## config.mk

```make
export PLATFORM = sky130hd
export DESIGN_NAME = rv32im_ctrl_pipe
export DESIGN_NICKNAME = d
export VERILOG_FILES = /design/src/rtl/rv32im_ctrl_pipe.sv
export SDC_FILE = /design/constraint.sdc
export NUM_CORES = 1
export LEC_CHECK = 0
export CORE_MARGIN = 2
export CORE_UTILIZATION = 51
export CTS_CLUSTER_SIZE = 30
export DETAILED_ROUTE_END_ITERATION = 16
export PLACE_DENSITY_LB_ADDON = 0.25
export SLEW_MARGIN = 20
export SYNTH_ARGS = -nofsm -noshare
export SYNTH_HDL_FRONTEND = slang
export SYNTH_SLANG_ARGS = --single-unit
```

## constraint.sdc

```tcl
create_clock -name CLK -period 5.3 [get_ports CLK]
set_clock_uncertainty 0.05 [all_clocks]
set_input_delay 1.59 -clock CLK [delete_from_list [all_inputs] [get_ports CLK]]
set_output_delay 1.59 -clock CLK [all_outputs]
set_load 0.1 [all_outputs]
```

## src/rtl/rv32im_ctrl_pipe.sv

```systemverilog
// rv32im_ctrl_pipe
//   Registered RV32IM control decoder with a small run/memory/multi-cycle FSM.
//   The instruction in ID is decoded and the resulting control word is loaded
//   into output flops on the next rising edge. Loads/stores hold the control word
//   until the data memory releases BUSYWAIT. Multi-cycle M-extension operations
//   hold it for their configured latency. ID is stalled while either is in progress.
//
// Ports
//   CLK, RESET            rising-edge clock, asynchronous active-high reset
//   INSTRUCTION, IN_VALID instruction word in ID and its valid
//   FLUSH                 kill the ID instruction and the registered control
//   BUSYWAIT              data memory busy
//   OUT_VALID             registered control word is valid
//   DECODE_STALL          ID must hold INSTRUCTION (FSM in MEM or MDIV)
//   ALUOP .. STORESIGNAL  registered control fields
module rv32im_ctrl_pipe #(
    parameter int ALUOP_W  = 5,
    parameter int ENABLE_M = 1,
    parameter int MUL_LAT  = 1,
    parameter int DIV_LAT  = 4
) (
    input  logic               CLK,
    input  logic               RESET,
    input  logic [31:0]        INSTRUCTION,
    input  logic               IN_VALID,
    input  logic               FLUSH,
    input  logic               BUSYWAIT,
    output logic               OUT_VALID,
    output logic               DECODE_STALL,
    output logic [ALUOP_W-1:0] ALUOP,
    output logic               IMMflag,
    output logic               Jumpflag,
    output logic               SELECTWRITE,
    output logic               WRITEENABLE,
    output logic               READ,
    output logic               WRITE,
    output logic               ILLEGAL,
    output logic [2:0]         LOADSIGNAL,
    output logic [2:0]         BRANCHSIGNAL,
    output logic [1:0]         STORESIGNAL
);

    localparam logic [1:0] StRun  = 2'd0;
    localparam logic [1:0] StMem  = 2'd1;
    localparam logic [1:0] StMdiv = 2'd2;

    localparam logic [6:0] OpOp     = 7'b0110011;
    localparam logic [6:0] OpOpImm  = 7'b0010011;
    localparam logic [6:0] OpLoad   = 7'b0000011;
    localparam logic [6:0] OpStore  = 7'b0100011;
    localparam logic [6:0] OpBranch = 7'b1100011;
    localparam logic [6:0] OpLui    = 7'b0110111;
    localparam logic [6:0] OpAuipc  = 7'b0010111;
    localparam logic [6:0] OpJal    = 7'b1101111;
    localparam logic [6:0] OpJalr   = 7'b1100111;

    localparam logic [6:0] F7Base = 7'b0000000;
    localparam logic [6:0] F7Alt  = 7'b0100000;
    localparam logic [6:0] F7Mext = 7'b0000001;

    localparam logic [4:0] AluNone = 5'b00000;
    localparam logic [4:0] AluAdd  = 5'b00001;
    localparam logic [4:0] AluAnd  = 5'b00010;
    localparam logic [4:0] AluOr   = 5'b00011;
    localparam logic [4:0] AluXor  = 5'b00100;
    localparam logic [4:0] AluSll  = 5'b00101;
    localparam logic [4:0] AluSrl  = 5'b00110;
    localparam logic [4:0] AluSra  = 5'b00111;
    localparam logic [4:0] AluSub  = 5'b01000;
    localparam logic [4:0] AluSlt  = 5'b10001;
    localparam logic [4:0] AluSltu = 5'b10010;

    // Counter wide enough for DIV_LAT up to 33.
    localparam int CNT_W = 6;

    typedef struct packed {
        logic               valid;
        logic [ALUOP_W-1:0] aluop;
        logic               imm;
        logic               jump;
        logic               selw;
        logic               we;
        logic               rd;
        logic               wr;
        logic               ill;
        logic [2:0]         ld;
        logic [2:0]         br;
        logic [1:0]         st;
    } ctrl_t;

    logic [1:0]       state_q, state_d;
    logic [CNT_W-1:0] cnt_q, cnt_d;
    ctrl_t            ctrl_q, ctrl_d;

    ctrl_t            dec;
    logic             dec_ill;
    logic             dec_mem;
    logic [CNT_W-1:0] dec_lat;

    logic [6:0] opcode;
    logic [2:0] f3;
    logic [6:0] f7;

    assign opcode = INSTRUCTION[6:0];
    assign f3     = INSTRUCTION[14:12];
    assign f7     = INSTRUCTION[31:25];

    // Register and immediate fields are not needed for control decode.
    logic unused_fields;
    assign unused_fields = ^{INSTRUCTION[24:15], INSTRUCTION[11:7]};

    // Pure decode of the ID instruction.
    always_comb begin
        dec     = '0;
        dec_ill = 1'b0;
        dec_mem = 1'b0;
        dec_lat = CNT_W'(1);
        case (opcode)
            OpOp: begin
                dec.we = 1'b1;
                if (f7 == F7Base) begin
                    case (f3)
                        3'b000:  dec.aluop = ALUOP_W'(AluAdd);
                        3'b001:  dec.aluop = ALUOP_W'(AluSll);
                        3'b010:  dec.aluop = ALUOP_W'(AluSlt);
                        3'b011:  dec.aluop = ALUOP_W'(AluSltu);
                        3'b100:  dec.aluop = ALUOP_W'(AluXor);
                        3'b101:  dec.aluop = ALUOP_W'(AluSrl);
                        3'b110:  dec.aluop = ALUOP_W'(AluOr);
                        default: dec.aluop = ALUOP_W'(AluAnd);
                    endcase
                end else if (f7 == F7Alt && f3 == 3'b000) begin
                    dec.aluop = ALUOP_W'(AluSub);
                end else if (f7 == F7Alt && f3 == 3'b101) begin
                    dec.aluop = ALUOP_W'(AluSra);
                end else if (f7 == F7Mext && ENABLE_M != 0) begin
                    case (f3)
                        3'b000:  dec.aluop = ALUOP_W'(5'b01001);
                        3'b001:  dec.aluop = ALUOP_W'(5'b01010);
                        3'b010:  dec.aluop = ALUOP_W'(5'b01100);
                        3'b011:  dec.aluop = ALUOP_W'(5'b01011);
                        3'b100:  dec.aluop = ALUOP_W'(5'b01101);
                        3'b101:  dec.aluop = ALUOP_W'(5'b01110);
                        3'b110:  dec.aluop = ALUOP_W'(5'b01111);
                        default: dec.aluop = ALUOP_W'(5'b10000);
                    endcase
                    // f3[2] separates divide/remainder from multiply.
                    dec_lat = f3[2] ? CNT_W'(DIV_LAT) : CNT_W'(MUL_LAT);
                end else begin
                    dec_ill = 1'b1;
                end
            end
            OpOpImm: begin
                dec.imm = 1'b1;
                dec.we  = 1'b1;
                case (f3)
                    3'b000:  dec.aluop = ALUOP_W'(AluAdd);
                    3'b010:  dec.aluop = ALUOP_W'(AluSlt);
                    3'b011:  dec.aluop = ALUOP_W'(AluSltu);
                    3'b100:  dec.aluop = ALUOP_W'(AluXor);
                    3'b110:  dec.aluop = ALUOP_W'(AluOr);
                    3'b111:  dec.aluop = ALUOP_W'(AluAnd);
                    3'b001: begin
                        dec.aluop = ALUOP_W'(AluSll);
                        dec_ill   = (f7 != F7Base);
                    end
                    default: begin
                        dec.aluop = (f7 == F7Alt) ? ALUOP_W'(AluSra) : ALUOP_W'(AluSrl);
                        dec_ill   = (f7 != F7Base) && (f7 != F7Alt);
                    end
                endcase
            end
            OpLoad: begin
                dec.aluop = ALUOP_W'(AluAdd);
                dec.selw  = 1'b1;
                dec.we    = 1'b1;
                dec.rd    = 1'b1;
                dec_mem   = 1'b1;
                case (f3)
                    3'b000:  dec.ld = 3'd1;
                    3'b001:  dec.ld = 3'd2;
                    3'b010:  dec.ld = 3'd3;
                    3'b100:  dec.ld = 3'd4;
                    3'b101:  dec.ld = 3'd5;
                    default: dec_ill = 1'b1;
                endcase
            end
            OpStore: begin
                dec.aluop = ALUOP_W'(AluNone);
                dec.wr    = 1'b1;
                dec_mem   = 1'b1;
                case (f3)
                    3'b000:  dec.st = 2'd1;
                    3'b001:  dec.st = 2'd2;
                    3'b010:  dec.st = 2'd3;
                    default: dec_ill = 1'b1;
                endcase
            end
            OpBranch: begin
                case (f3)
                    3'b000: begin dec.br = 3'd1; dec.aluop = ALUOP_W'(AluSub);  end
                    3'b001: begin dec.br = 3'd2; dec.aluop = ALUOP_W'(AluSub);  end
                    3'b100: begin dec.br = 3'd3; dec.aluop = ALUOP_W'(AluSlt);  end
                    3'b101: begin dec.br = 3'd4; dec.aluop = ALUOP_W'(AluSlt);  end
                    3'b110: begin dec.br = 3'd5; dec.aluop = ALUOP_W'(AluSltu); end
                    3'b111: begin dec.br = 3'd6; dec.aluop = ALUOP_W'(AluSltu); end
                    default: dec_ill = 1'b1;
                endcase
            end
            OpLui: begin
                dec.aluop = ALUOP_W'(AluNone);
                dec.imm   = 1'b1;
                dec.we    = 1'b1;
                dec.ld    = 3'd6;
            end
            OpAuipc: begin
                dec.aluop = ALUOP_W'(AluAdd);
                dec.imm   = 1'b1;
                dec.we    = 1'b1;
                dec.ld    = 3'd6;
            end
            OpJal: begin
                dec.jump = 1'b1;
                dec.we   = 1'b1;
            end
            OpJalr: begin
                dec.jump = 1'b1;
                dec.we   = 1'b1;
                dec_ill  = (f3 != 3'b000);
            end
            default: dec_ill = 1'b1;
        endcase

        // Illegal encodings present as a valid NOP tagged ILLEGAL.
        if (dec_ill) begin
            dec     = '0;
            dec.ill = 1'b1;
            dec_mem = 1'b0;
            dec_lat = CNT_W'(1);
        end
        dec.valid = 1'b1;
    end

    always_comb begin
        state_d = state_q;
        cnt_d   = cnt_q;
        ctrl_d  = ctrl_q;
        case (state_q)
            StRun: begin
                if (FLUSH || !IN_VALID) begin
                    ctrl_d = '0;
                end else begin
                    ctrl_d = dec;
                    if (dec_mem) begin
                        state_d = StMem;
                    end else if (dec_lat > CNT_W'(1)) begin
                        state_d = StMdiv;
                        cnt_d   = dec_lat - CNT_W'(1);
                    end
                end
            end
            StMem: begin
                if (!BUSYWAIT) begin
                    ctrl_d  = '0;
                    state_d = StRun;
                end else if (FLUSH) begin
                    // The memory handshake must finish; only suppress writeback.
                    ctrl_d.we   = 1'b0;
                    ctrl_d.selw = 1'b0;
                end
            end
            StMdiv: begin
                if (FLUSH) begin
                    ctrl_d  = '0;
                    cnt_d   = '0;
                    state_d = StRun;
                end else if (cnt_q <= CNT_W'(1)) begin
                    // Last EX cycle: control stays up, ID is released.
                    cnt_d   = '0;
                    state_d = StRun;
                end else begin
                    cnt_d = cnt_q - CNT_W'(1);
                end
            end
            default: begin
                ctrl_d  = '0;
                cnt_d   = '0;
                state_d = StRun;
            end
        endcase
    end

    always_ff @(posedge CLK or posedge RESET) begin
        if (RESET) begin
            state_q <= StRun;
            cnt_q   <= '0;
            ctrl_q  <= '0;
        end else begin
            state_q <= state_d;
            cnt_q   <= cnt_d;
            ctrl_q  <= ctrl_d;
        end
    end

    assign OUT_VALID    = ctrl_q.valid;
    assign DECODE_STALL = (state_q != StRun);
    assign ALUOP        = ctrl_q.aluop;
    assign IMMflag      = ctrl_q.imm;
    assign Jumpflag     = ctrl_q.jump;
    assign SELECTWRITE  = ctrl_q.selw;
    assign WRITEENABLE  = ctrl_q.we;
    assign READ         = ctrl_q.rd;
    assign WRITE        = ctrl_q.wr;
    assign ILLEGAL      = ctrl_q.ill;
    assign LOADSIGNAL   = ctrl_q.ld;
    assign BRANCHSIGNAL = ctrl_q.br;
    assign STORESIGNAL  = ctrl_q.st;

endmodule

```

==> reports/metrics.yaml, run 1 <==
drt:
  final_antenna_net_count: 0
  wl_um: 5240
  drt_first_iter_violations: 212
  wire_per_inst_um: 16.2
  via_count: 1992
  vias_per_cell: 6.15
  drt-pass1-iter-count: 4
  route.detailed.drc: 0
logic_synthesis:
  synth.distinct_cells: 44
  syn_area_per_cell_um2: 8.19
  synth-seq-area-share_pct: 37.5
  synth_ff_type: "dfrtp_1"
  synthArstFlopShare_pct: 100
  yosysWarnings: 0
  yosys.area.top_type_share_pct: 37.5
  synth_edf_count: 0
  ys_ff_latch: 29
  synth_top_area_cell: "dfrtp_1"
  syn-num-nets: 276
  synthTopCellsByArea: "dfrtp_1 (38%), o21ai_0 (7.5%), a22o_1 (5.9%)"
  netlist_area_um2: 1930
  syn_inst: 236
worst_setup_path:
  path_class: "in2reg"
  crit_chain: "clkdlybuf4s50_1 -> nor2b_4 -> nor2b_1 -> o31a_1 -> or3_1 -> or3_1 -> o31ai_2"
  cp-start-kind: "primary input"
  path_max_fanout: 18
  cp-startpoint: "INSTRUCTION[5]"
  endpoint_kind: "flop"
  crit_top_cell: "or3_1"
  crit_arrival_ps: 4210
  critPathSlowestCell: "clkdlybuf4s50_1"
  required_ps: 5450
  max_stage_delay_ps: 910
  timing.rr.start: "state_q[0]"
clocking:
  numCtsBuffers: 5
  cts_tree: "done"
  ctsHtreeMaxLevel: 2
  cts_hold_buf: 0
  cts.sinks: 29
  cts_setup_buffers: 0
  cts_max_path_buffers: 2
  insertion_delay_ps: 290
  path_clk_slew_ps: 70
  root_buffer: "clkbuf_8"
  cts_resized: 0
power:
  clkPwrFrac_pct: 37.3
  p_sw_w: 0.000136
  pwr-share-comb_pct: 16.2
  power.density_nw_per_um2: 194
  seq_power_share_pct: 46.5
  internal-power_w: 0.000343
  leakagePower_nw: 0.998
  swShare_pct: 28.4
  irDropWorstVdd_v: 0.000168
global_routing:
  track_usage_pct: 26.9
  grt_pass1_wl_um: 8870
  grt_pass1_vias: 1858
  grt-ovfl-total: 0
  grt_antenna_before_repair: 0
  grt_max_degree: 30
final_layout:
  fin_area_um2: 2460
  final_common_cell: "clkdlybuf4s50_1"
  num_antenna_cells: 0
  final_layout_size_suffix_gt1_share_pct: 7.25
  nets: 315
  most-common-layout-cells: "clkdlybuf4s50_1 (43), dfrtp_1 (29), o21ai_0 (29)"
  syn2layout_area_growth_pct: 27.4
  fillers: 319
timing:
  drv_slew: 0
  rsz0062_at_grt: "no"
  min_period_over_period_pct: 76.7
  fin_crit_ps: 4060
  setup_viol: 0
  slew-limit-headroom_pct: 34.7
  worstMarginPinSlew_ps: 977
  finalSetupTns_ps: 0
  hold_violations: 0
  max_freq_mhz: 246
hold_path:
  hold_class: "reg2reg"
  hp-start: "LOADSIGNAL[1]"
placement:
  place_area_um2: 2380
  detailed_place_hpwl_um: 3950
  gp_congestion: 0.936
  port-buffer-count: 43
outcome:
  status: "finished, final reports clean"
die:
  die_w_um: 65.6
  row_count: 22
  start_util_pct: 52.8
  die_h_um: 65.6
  fp.dieArea_um2: 4300
  fp.coreArea_um2: 3660
  ios: 59
flow_run:
  drv_cap: 0
==> worst max-delay path: cells and delay by family <==
| kind | cells | cell delay, ps |
|---|---|---|
| simple gates | 4 | 1150 |
| buf+inv | 1 | 910 |
| compound gates | 2 | 540 |
==> synthesized netlist by cell type (2+ instances only) <==
cell type and n:
a31oi_1 4, o22ai_1 3, nand2b_1 5, a22o_1 13, or3_1 2, o31ai_1 2
a21oi_1 15, nor3_1 4, nor4_1 7, nor2b_1 5, dfrtp_1 29, ha_1 3
inv_1 11, nor2_1 24, buf_2 4, a32o_1 5, buf_4 3, nand3b_1 5
nand2_1 25, o21a_1 2, clkbuf_1 7, o21ai_0 29, nand3_1 8
==> registers in the layout, indices dropped and copies added (netlist names) <==
register	count
READ	1
state_q	2
ALUOP	5
Jumpflag	1
IMMflag	1
STORESIGNAL	2
LOADSIGNAL	3
ILLEGAL	1
WRITEENABLE	1
OUT_VALID	1
cnt_q	6
BRANCHSIGNAL	3
SELECTWRITE	1
WRITE	1
==> final cells by class <==
class,instances,area (um2),area share [%]
multi-input combinational,182,1100,44.5
sequential,29,726,29.5
clock inverter,3,17.5,0.711
clock buffer,5,68.8,2.79
inverter,11,41.3,1.68
timing repair buffer,46,453,18.4
tap,48,60.1,2.44
==> power by group through the flow <==
stage / Combinational (W) / Sequential (W) / Clock, W
after floorplan: 0.0000420 / 0.000233 / 0
after global placement: 0.0000762 / 0.000227 / 0
after detailed placement: 0.0000769 / 0.000227 / 0
after CTS: 0.0000773 / 0.000223 / 0.000179
after global routing: 0.0000858 / 0.000223 / 0.000191
final: 0.0000775 / 0.000223 / 0.000179
==> final timing paths <==
check                             endpoint  depth (start not counted)  slack (ps)
setup / recovery           BRANCHSIGNAL[2]                          7        1240
hold / removal               LOADSIGNAL[1]                          2         430
setup reg to reg           BRANCHSIGNAL[2]                          5        3100
hold reg to reg              LOADSIGNAL[1]                          2         430
max in group asynchronous       state_q[0]                          2        3170
min in group asynchronous         cnt_q[3]                          2        1640
==> layer usage <==
| layer | global-route usage, % | wire [um] | vias up |
|---|---|---|---|
| li1 | - | - | 955 |
| met1 | 35.4 | 2370 | 945 |
| met3 | 4.28 | 224 | 16 |
| met5 | 0 | 0 | - |
| met2 | 43.1 | 2470 | 76 |
| met4 | 12.5 | 170 | 0 |
==> through the flow <==
stage	total power (W)	util [%]	std cells	worst slack, ps	hold slack (ps)
5_1_grt	0.000500	67.3	324	1120	460
3_3_place_gp	0.000303	64.9	316	1050	410
6_report	0.000479	67.3	324	1240	429
4_1_cts	0.000479	67.3	324	1250	433
3_5_place_dp	0.000304	64.9	316	954	418
2_1_floorplan	0.000275	-	236	1940	437
==> kinds of logic (layout without fill, tap and decap cells) <==
logic type / count (synthesis) / after routing / synth area share (%)
AND/OR/NAND/NOR: 95 / 95 / 25.8
AO/OA/AOI/OAI: 83 / 83 / 28.5
flip-flops: 29 / 29 / 37.5
buffers and inverters: 25 / 65 / 5.70
adder cells (fa/ha/maj): 3 / 3 / 1.94
XOR/XNOR: 1 / 1 / 0.453
Note: power is estimated with default switching activity, not from simulation.
==> inputs of run 2 (changes only) <==
Settings changed: CORE_UTILIZATION 51 to 47.
Clock period 5.3 ns to 4.23 ns, I/O delays scaled along.
==> run 2 against run 1 <==
Total power rose by 25%; global-route usage shrank 2.8 points; critical endpoint unchanged; cell area increased by 1.2%; worst hold slack got worse by 3.1 ps; first-iteration DRC count fell by 22%; utilization fell by 4.5 points; non-clock buffer count increased by 4; via count down 0.45%; final cell count grew 1.5%; count of clock-buffer cells in the layout up 2; register-to-register slack lost 980 ps.
==> reports/metrics.yaml, run 2 (synthesis gave the netlist of run 1 again) <==
outcome:
  status: "finished, final reports clean"  # unchanged
die:
  start_util_pct: 48.7  # was 52.8%
  row_count: 23  # was 22
  ios: 59  # unchanged
  die_h_um: 68.1  # was 65.6 um
  fp.coreArea_um2: 3970  # was 3660 um2
  fp.dieArea_um2: 4640  # was 4300 um2
  die_w_um: 68.1  # was 65.6 um
timing:
  worstMarginPinSlew_ps: 974  # was 977 ps
  finalSetupTns_ps: 0  # unchanged
  min_period_over_period_pct: 81.9
  drv_slew: 0  # unchanged
  timing.final.ws_setup_ps: 766  # was 1240 ps
  rsz0062_at_grt: "no"  # unchanged
  fin_crit_ps: 3460
  hold_violations: 0  # unchanged
  max_freq_mhz: 289
  setup_viol: 0  # unchanged
  slew-limit-headroom_pct: 34.9  # was 34.7%
worst_setup_path:
  path_max_fanout: 10  # was 18
  crit_chain: "clkdlybuf4s50_1 -> nor2b_4 -> nor2b_1 -> o31a_1 -> or3_1 -> or3_1 -> o31ai_2"  # unchanged
  crit_top_cell: "or3_1"  # unchanged
  cp-start-kind: "primary input"  # unchanged
  path_class: "in2reg"  # unchanged
  endpoint_kind: "flop"  # unchanged
  cp-startpoint: "INSTRUCTION[5]"  # unchanged
  critPathBufInv: 1  # unchanged
  r2r_setup_slack_ps: 2120  # was 3100 ps
  max_stage_delay_ps: 720  # was 910 ps
  cp.depth: 7  # unchanged
  timing.rr.start: "state_q[0]"  # unchanged
  path_delay_family: "simple AND/OR/NAND/NOR gates"  # unchanged
  reg2reg_to: "BRANCHSIGNAL[2]"  # unchanged
  crit_path_end: "BRANCHSIGNAL[2]"  # unchanged
  worstRegToRegCells: 5  # unchanged
  critPathSlowestCell: "clkdlybuf4s50_1"  # unchanged
  required_ps: 4360  # was 5450 ps
  crit_arrival_ps: 3600  # was 4210 ps
power:
  internal-power_w: 0.000447  # was 0.000343 W
  pwr-share-comb_pct: 16.4  # was 16.2%
  power.density_nw_per_um2: 240  # was 194 nW/um2
  p_sw_w: 0.000152  # was 0.000136 W
  swShare_pct: 25.4  # was 28.4%
  clkPwrFrac_pct: 37.0  # was 37.3%
  irDropWorstVdd_v: 0.000150  # was 0.000168 V
  seq_power_share_pct: 46.6  # was 46.5%
  leakagePower_nw: 1.02  # was 0.998 nW
  total_power_w: 0.000599  # was 0.000479 W
global_routing:
  grt_pass1_vias: 1836  # was 1858
  grt-ovfl-total: 0  # unchanged
  use_met2_pct: 37.6  # was 43.1%
  gr-usage-met3_pct: 4.28  # about the same
  grt_antenna_before_repair: 0  # unchanged
  use_met1_pct: 33.6  # was 35.4%
  grt_pass1_wl_um: 8470  # was 8870 um
  busiest_layer: "met2"  # unchanged
  grt_max_degree: 30  # unchanged
  track_usage_pct: 24.0  # was 26.9%
final_layout:
  syn2layout_area_growth_pct: 29.0  # was 27.4%
  final_common_cell: "clkdlybuf4s50_1"  # unchanged
  num_antenna_cells: 0  # unchanged
  final_layout_size_suffix_gt1_share_pct: 8.24  # was 7.25%
  most-common-layout-cells: "clkdlybuf4s50_1 (42), dfrtp_1 (29), o21ai_0 (29)"  # was clkdlybuf4s50_1 (43), dfrtp_1 (29), o21ai_0 (29)
  nets: 319  # was 315
  top_register: "cnt_q"  # unchanged
  largest_register_ffs: 6  # unchanged
clocking:
  cts.sinks: 29  # unchanged
  cts_setup_buffers: 0  # unchanged
  path_clk_slew_ps: 50  # was 70 ps
  ctsHtreeMaxLevel: 2  # unchanged
  insertion_delay_ps: 270  # was 290 ps
  cts_tree: "done"  # unchanged
  root_buffer: "clkbuf_8"  # unchanged
  cts_hold_buf: 0  # unchanged
  numCtsBuffers: 5  # unchanged
  cts_max_path_buffers: 2  # unchanged
  cts_resized: 0  # unchanged
placement:
  port-buffer-count: 43  # unchanged
  gp_congestion: 0.995  # was 0.936
  dp_slack_ps: 517  # was 954 ps
  detailed_place_hpwl_um: 3780  # was 3950 um
drt:
  drt-pass1-iter-count: 4  # unchanged
  drt_first_iter_violations: 165  # was 212
  wl_um: 5030  # was 5240 um
  vias_per_cell: 6.03  # was 6.15
  final_antenna_net_count: 0  # unchanged
  wire_per_inst_um: 15.3  # was 16.2 um
  route.detailed.drc: 0  # unchanged
  via_count: 1983  # was 1992
hold_path:
  hp-start: "OUT_VALID"  # was LOADSIGNAL[1]
  hold_class: "reg2reg"  # unchanged
flow_run:
  drv_cap: 0  # unchanged
run 2: worst register-to-register path, cell delays in order (launching register included):
cell and delay (ps):
dfrtp_1 390, nor2_1 270, nand3b_1 280, or3_1 370, or3_1 430, o31ai_2 240
run 2: final cells by class:
class | instances | area, um2
Tap cell | 50 | 62.6
Fill cell | 370 | 1480
Timing Repair Buffer | 50 | 480
Sequential cell | 29 | 726
Multi-Input combinational cell | 182 | 1100
Inverter | 11 | 41.3
Clock buffer | 7 | 86.3
run 2: metal layers:
layer	share of wire [%]	wire, um	up-vias
met1	47	2340	940
met3	5.5	277	8
li1	-	-	958
met4	1.4	70	0
met2	46	2340	77
met5	0	0	-
run 2: power by group through the flow:
stage	clock [W]	sequential, W	combinational (W)
after global placement	0	0.000284	0.0000967
after floorplan	0	0.000292	0.0000527
after detailed placement	0	0.000284	0.0000971
final	0.000222	0.000279	0.0000982
after global routing	0.000243	0.000279	0.000108
after CTS	0.000225	0.000279	0.0000972
run 2: metrics by stage:
| step | cell area [um2] | utilization [%] | instances | hold slack, ps |
|---|---|---|---|---|
| after floorplan | 1930 | - | 236 | 437 |
| after global placement | 2410 | 60.6 | 322 | 410 |
| after detailed placement | 2410 | 60.6 | 322 | 422 |
| after CTS | 2490 | 62.8 | 329 | 434 |
| after global routing | 2490 | 62.8 | 329 | 451 |
| final | 2490 | 62.8 | 329 | 426 |
run 2: worst min-delay path by stage:
| stage | endpoint | slack (ps) | cells after the start |
|---|---|---|---|
| 2_1_floorplan | cnt_q[1] | 440 | 1 |
| 3_3_place_gp | OUT_VALID | 410 | 2 |
| 3_5_place_dp | OUT_VALID | 420 | 2 |
| 4_1_cts | IMMflag | 430 | 2 |
| 5_1_grt | STORESIGNAL[1] | 450 | 2 |
| 6_report | OUT_VALID | 430 | 2 |
==> inputs of run 3 (changes only) <==
Settings changed: CORE_UTILIZATION 47 to 42.
Clock period 4.23 ns to 2.95 ns, I/O delays scaled along.
==> run 3 against run 2 <==
Final cell count grew 15%; non-clock buffer count grew 45; critical path depth shrank 1; utilization grew 1.8 points; combinational power grew 84%; via count grew 6.9%; die area grew 11%; total power grew 70%; clock power grew 97%; cell area grew 14%; routed wire length grew 9.9%; first-iteration DRC count shrank 36%; critical path type unchanged; largest power group is now clock.
==> reports/metrics.yaml, run 3 (synthesis gave the netlist of run 1 again) <==
final_layout:
  seq_area_um2: 726  # unchanged
  fin_area_um2: 2830  # was 2490 um2
  top_register: "cnt_q"  # unchanged
  final_common_cell: "buf_4"  # was clkdlybuf4s50_1
  nets: 364  # was 319
  postLayoutCoreUtil_pct: 64.6  # was 62.8%
  syn2layout_area_growth_pct: 46.6  # was 29.0%
  finalNonFillerCells: 377  # was 329
  num_antenna_cells: 0  # unchanged
  multi_input_area_um2: 1120  # was 1100 um2
  largest_register_ffs: 6  # unchanged
  most-common-layout-cells: "buf_4 (74), dfrtp_1 (29), o21ai_0 (29)"  # was clkdlybuf4s50_1 (42), dfrtp_1 (29), o21ai_0 (29)
  fillers: 402  # was 370
  final_layout_size_suffix_gt1_share_pct: 28.3  # was 8.24%
clocking:
  cts_setup_buffers: 0  # unchanged
  path_clk_slew_ps: 60  # was 50 ps
  numCtsBuffers: 5  # unchanged
  insertion_delay_ps: 290  # was 270 ps
  ctsHtreeMaxLevel: 2  # unchanged
  root_buffer: "clkbuf_8"  # unchanged
  cts_tree: "done"  # unchanged
  cts.sinks: 29  # unchanged
  cts_max_path_buffers: 2  # unchanged
timing:
  setup_viol: 0  # unchanged
  finalSetupTns_ps: 0  # unchanged
  worstMarginPinSlew_ps: 558  # was 974 ps
  fin_crit_ps: 2820
  slew-limit-headroom_pct: 62.6  # was 34.9%
  drv_slew: 0  # unchanged
  min_period_over_period_pct: 95.7
  hold_violations: 0  # unchanged
  max_freq_mhz: 354
  rsz0062_at_grt: "no"  # unchanged
power:
  power.density_nw_per_um2: 360  # was 240 nW/um2
  total_power_w: 0.00102  # was 0.000599 W
  irDropWorstVdd_v: 0.000184  # was 0.000150 V
  leakagePower_nw: 1.30  # was 1.02 nW
drt:
  via_count: 2119  # was 1983
  drt-pass1-iter-count: 4  # unchanged
  final_antenna_net_count: 0  # unchanged
  wl_um: 5520  # was 5030 um
  drt_first_iter_violations: 106  # was 165
  vias_per_cell: 5.62  # was 6.03
  wire_per_inst_um: 14.7  # was 15.3 um
  route.detailed.drc: 0  # unchanged
worst_setup_path:
  required_ps: 3090  # was 4360 ps
  endpoint_kind: "flop"  # unchanged
  path_class: "in2reg"  # unchanged
  cp-start-kind: "primary input"  # unchanged
  path_max_fanout: 8  # was 10
  crit_arrival_ps: 2970  # was 3600 ps
placement:
  place_area_um2: 2700  # was 2410 um2
  detailed_place_hpwl_um: 4350  # was 3780 um
  placed_cells: 369  # was 322
  gp_congestion: 0.903  # was 0.995
  port-buffer-count: 43  # unchanged
global_routing:
  grt-ovfl-total: 0  # unchanged
  grt_antenna_before_repair: 0  # unchanged
  grt_pass1_vias: 2073  # was 1836
  use_met1_pct: 30.2  # was 33.6%
  grt_pass1_wl_um: 9480  # was 8470 um
  gr-usage-met3_pct: 4.50  # was 4.28%
  grt_max_degree: 30  # unchanged
  use_met2_pct: 39.8  # was 37.6%
  track_usage_pct: 23.4  # was 24.0%
  busiest_layer: "met2"  # unchanged
flow_run:
  drv_cap: 0  # unchanged
die:
  die_h_um: 71.8  # was 68.1 um
  die_w_um: 71.8  # was 68.1 um
  start_util_pct: 44.1  # was 48.7%
  row_count: 24  # was 23
  ios: 59  # unchanged
  fp.coreArea_um2: 4380  # was 3970 um2
  fp.dieArea_um2: 5160  # was 4640 um2
outcome:
  status: "finished, final reports clean"  # unchanged
hold_path:
  hold_class: "reg2reg"  # unchanged
[run 3: cell count changes in the layout (fill, tap and decap cells not counted), moves of 2 or more]
| cell | previous run | this run |
|---|---|---|
| buf_4 | 8 | 74 |
| clkdlybuf4s50_1 | 42 | 21 |
| a21oi_1 | 15 | 13 |
| a21oi_2 | 0 | 2 |
[run 3: worst max-delay path: stages]
cell and delay [ps]:
clkdlybuf4s50_1 630, nor2b_1 100, o31a_1 330, or3_1 340, or3_1 440, o31ai_1 240
[run 3: area by class of cell]
cell class,count,area share (%)
clock buffers,7,3.05
clock inverters,1,1.06
inverters,11,1.46
multi-input cells,182,39.5
flip-flops and latches,29,25.6
well taps,52,2.30
repair buffers,95,27.0
[run 3: per-stage QoR]
| step | hold slack, ps | worst slack [ps] |
|---|---|---|
| floorplan | 437 | 299 |
| global placement | 410 | -308 |
| detailed placement | 426 | -345 |
| CTS | 445 | 71.3 |
| global route | 470 | 16.3 |
| finish | 439 | 128 |
[run 3: routing by layer]
| layer | vias up | part of all wire (%) |
|---|---|---|
| li1 | 1044 | - |
| met1 | 1005 | 44 |
| met2 | 62 | 49 |
| met3 | 8 | 5.1 |
| met4 | 0 | 1.1 |
| met5 | - | 0 |
[run 3: worst paths after layout]
path,from,to,slack (ps),cells past startpoint
worst max register to register,state_q[0],Jumpflag,1000,5
worst max-delay path,INSTRUCTION[4],Jumpflag,130,6
worst min-delay path,STORESIGNAL[1],STORESIGNAL[1],440,2
worst min register to register,STORESIGNAL[1],STORESIGNAL[1],440,2
min in group asynchronous,RESET,BRANCHSIGNAL[0],920,3
max in group asynchronous,RESET,READ,1650,3
[run 3: where the power goes]
part           internal (W)  switching [W]  total (W)  leakage [nW]
combinational     0.0000879      0.0000929   0.000181         0.838
clock              0.000275       0.000163   0.000438        0.0585
sequential         0.000399    0.000000954   0.000400         0.403
[run 3: timing repair]
action | CTS | global route
hold buffers | 0 | 0
pin swaps | 0 | 0
setup endpoints to repair | 5 | 11
gates resized for setup | 1 | 3
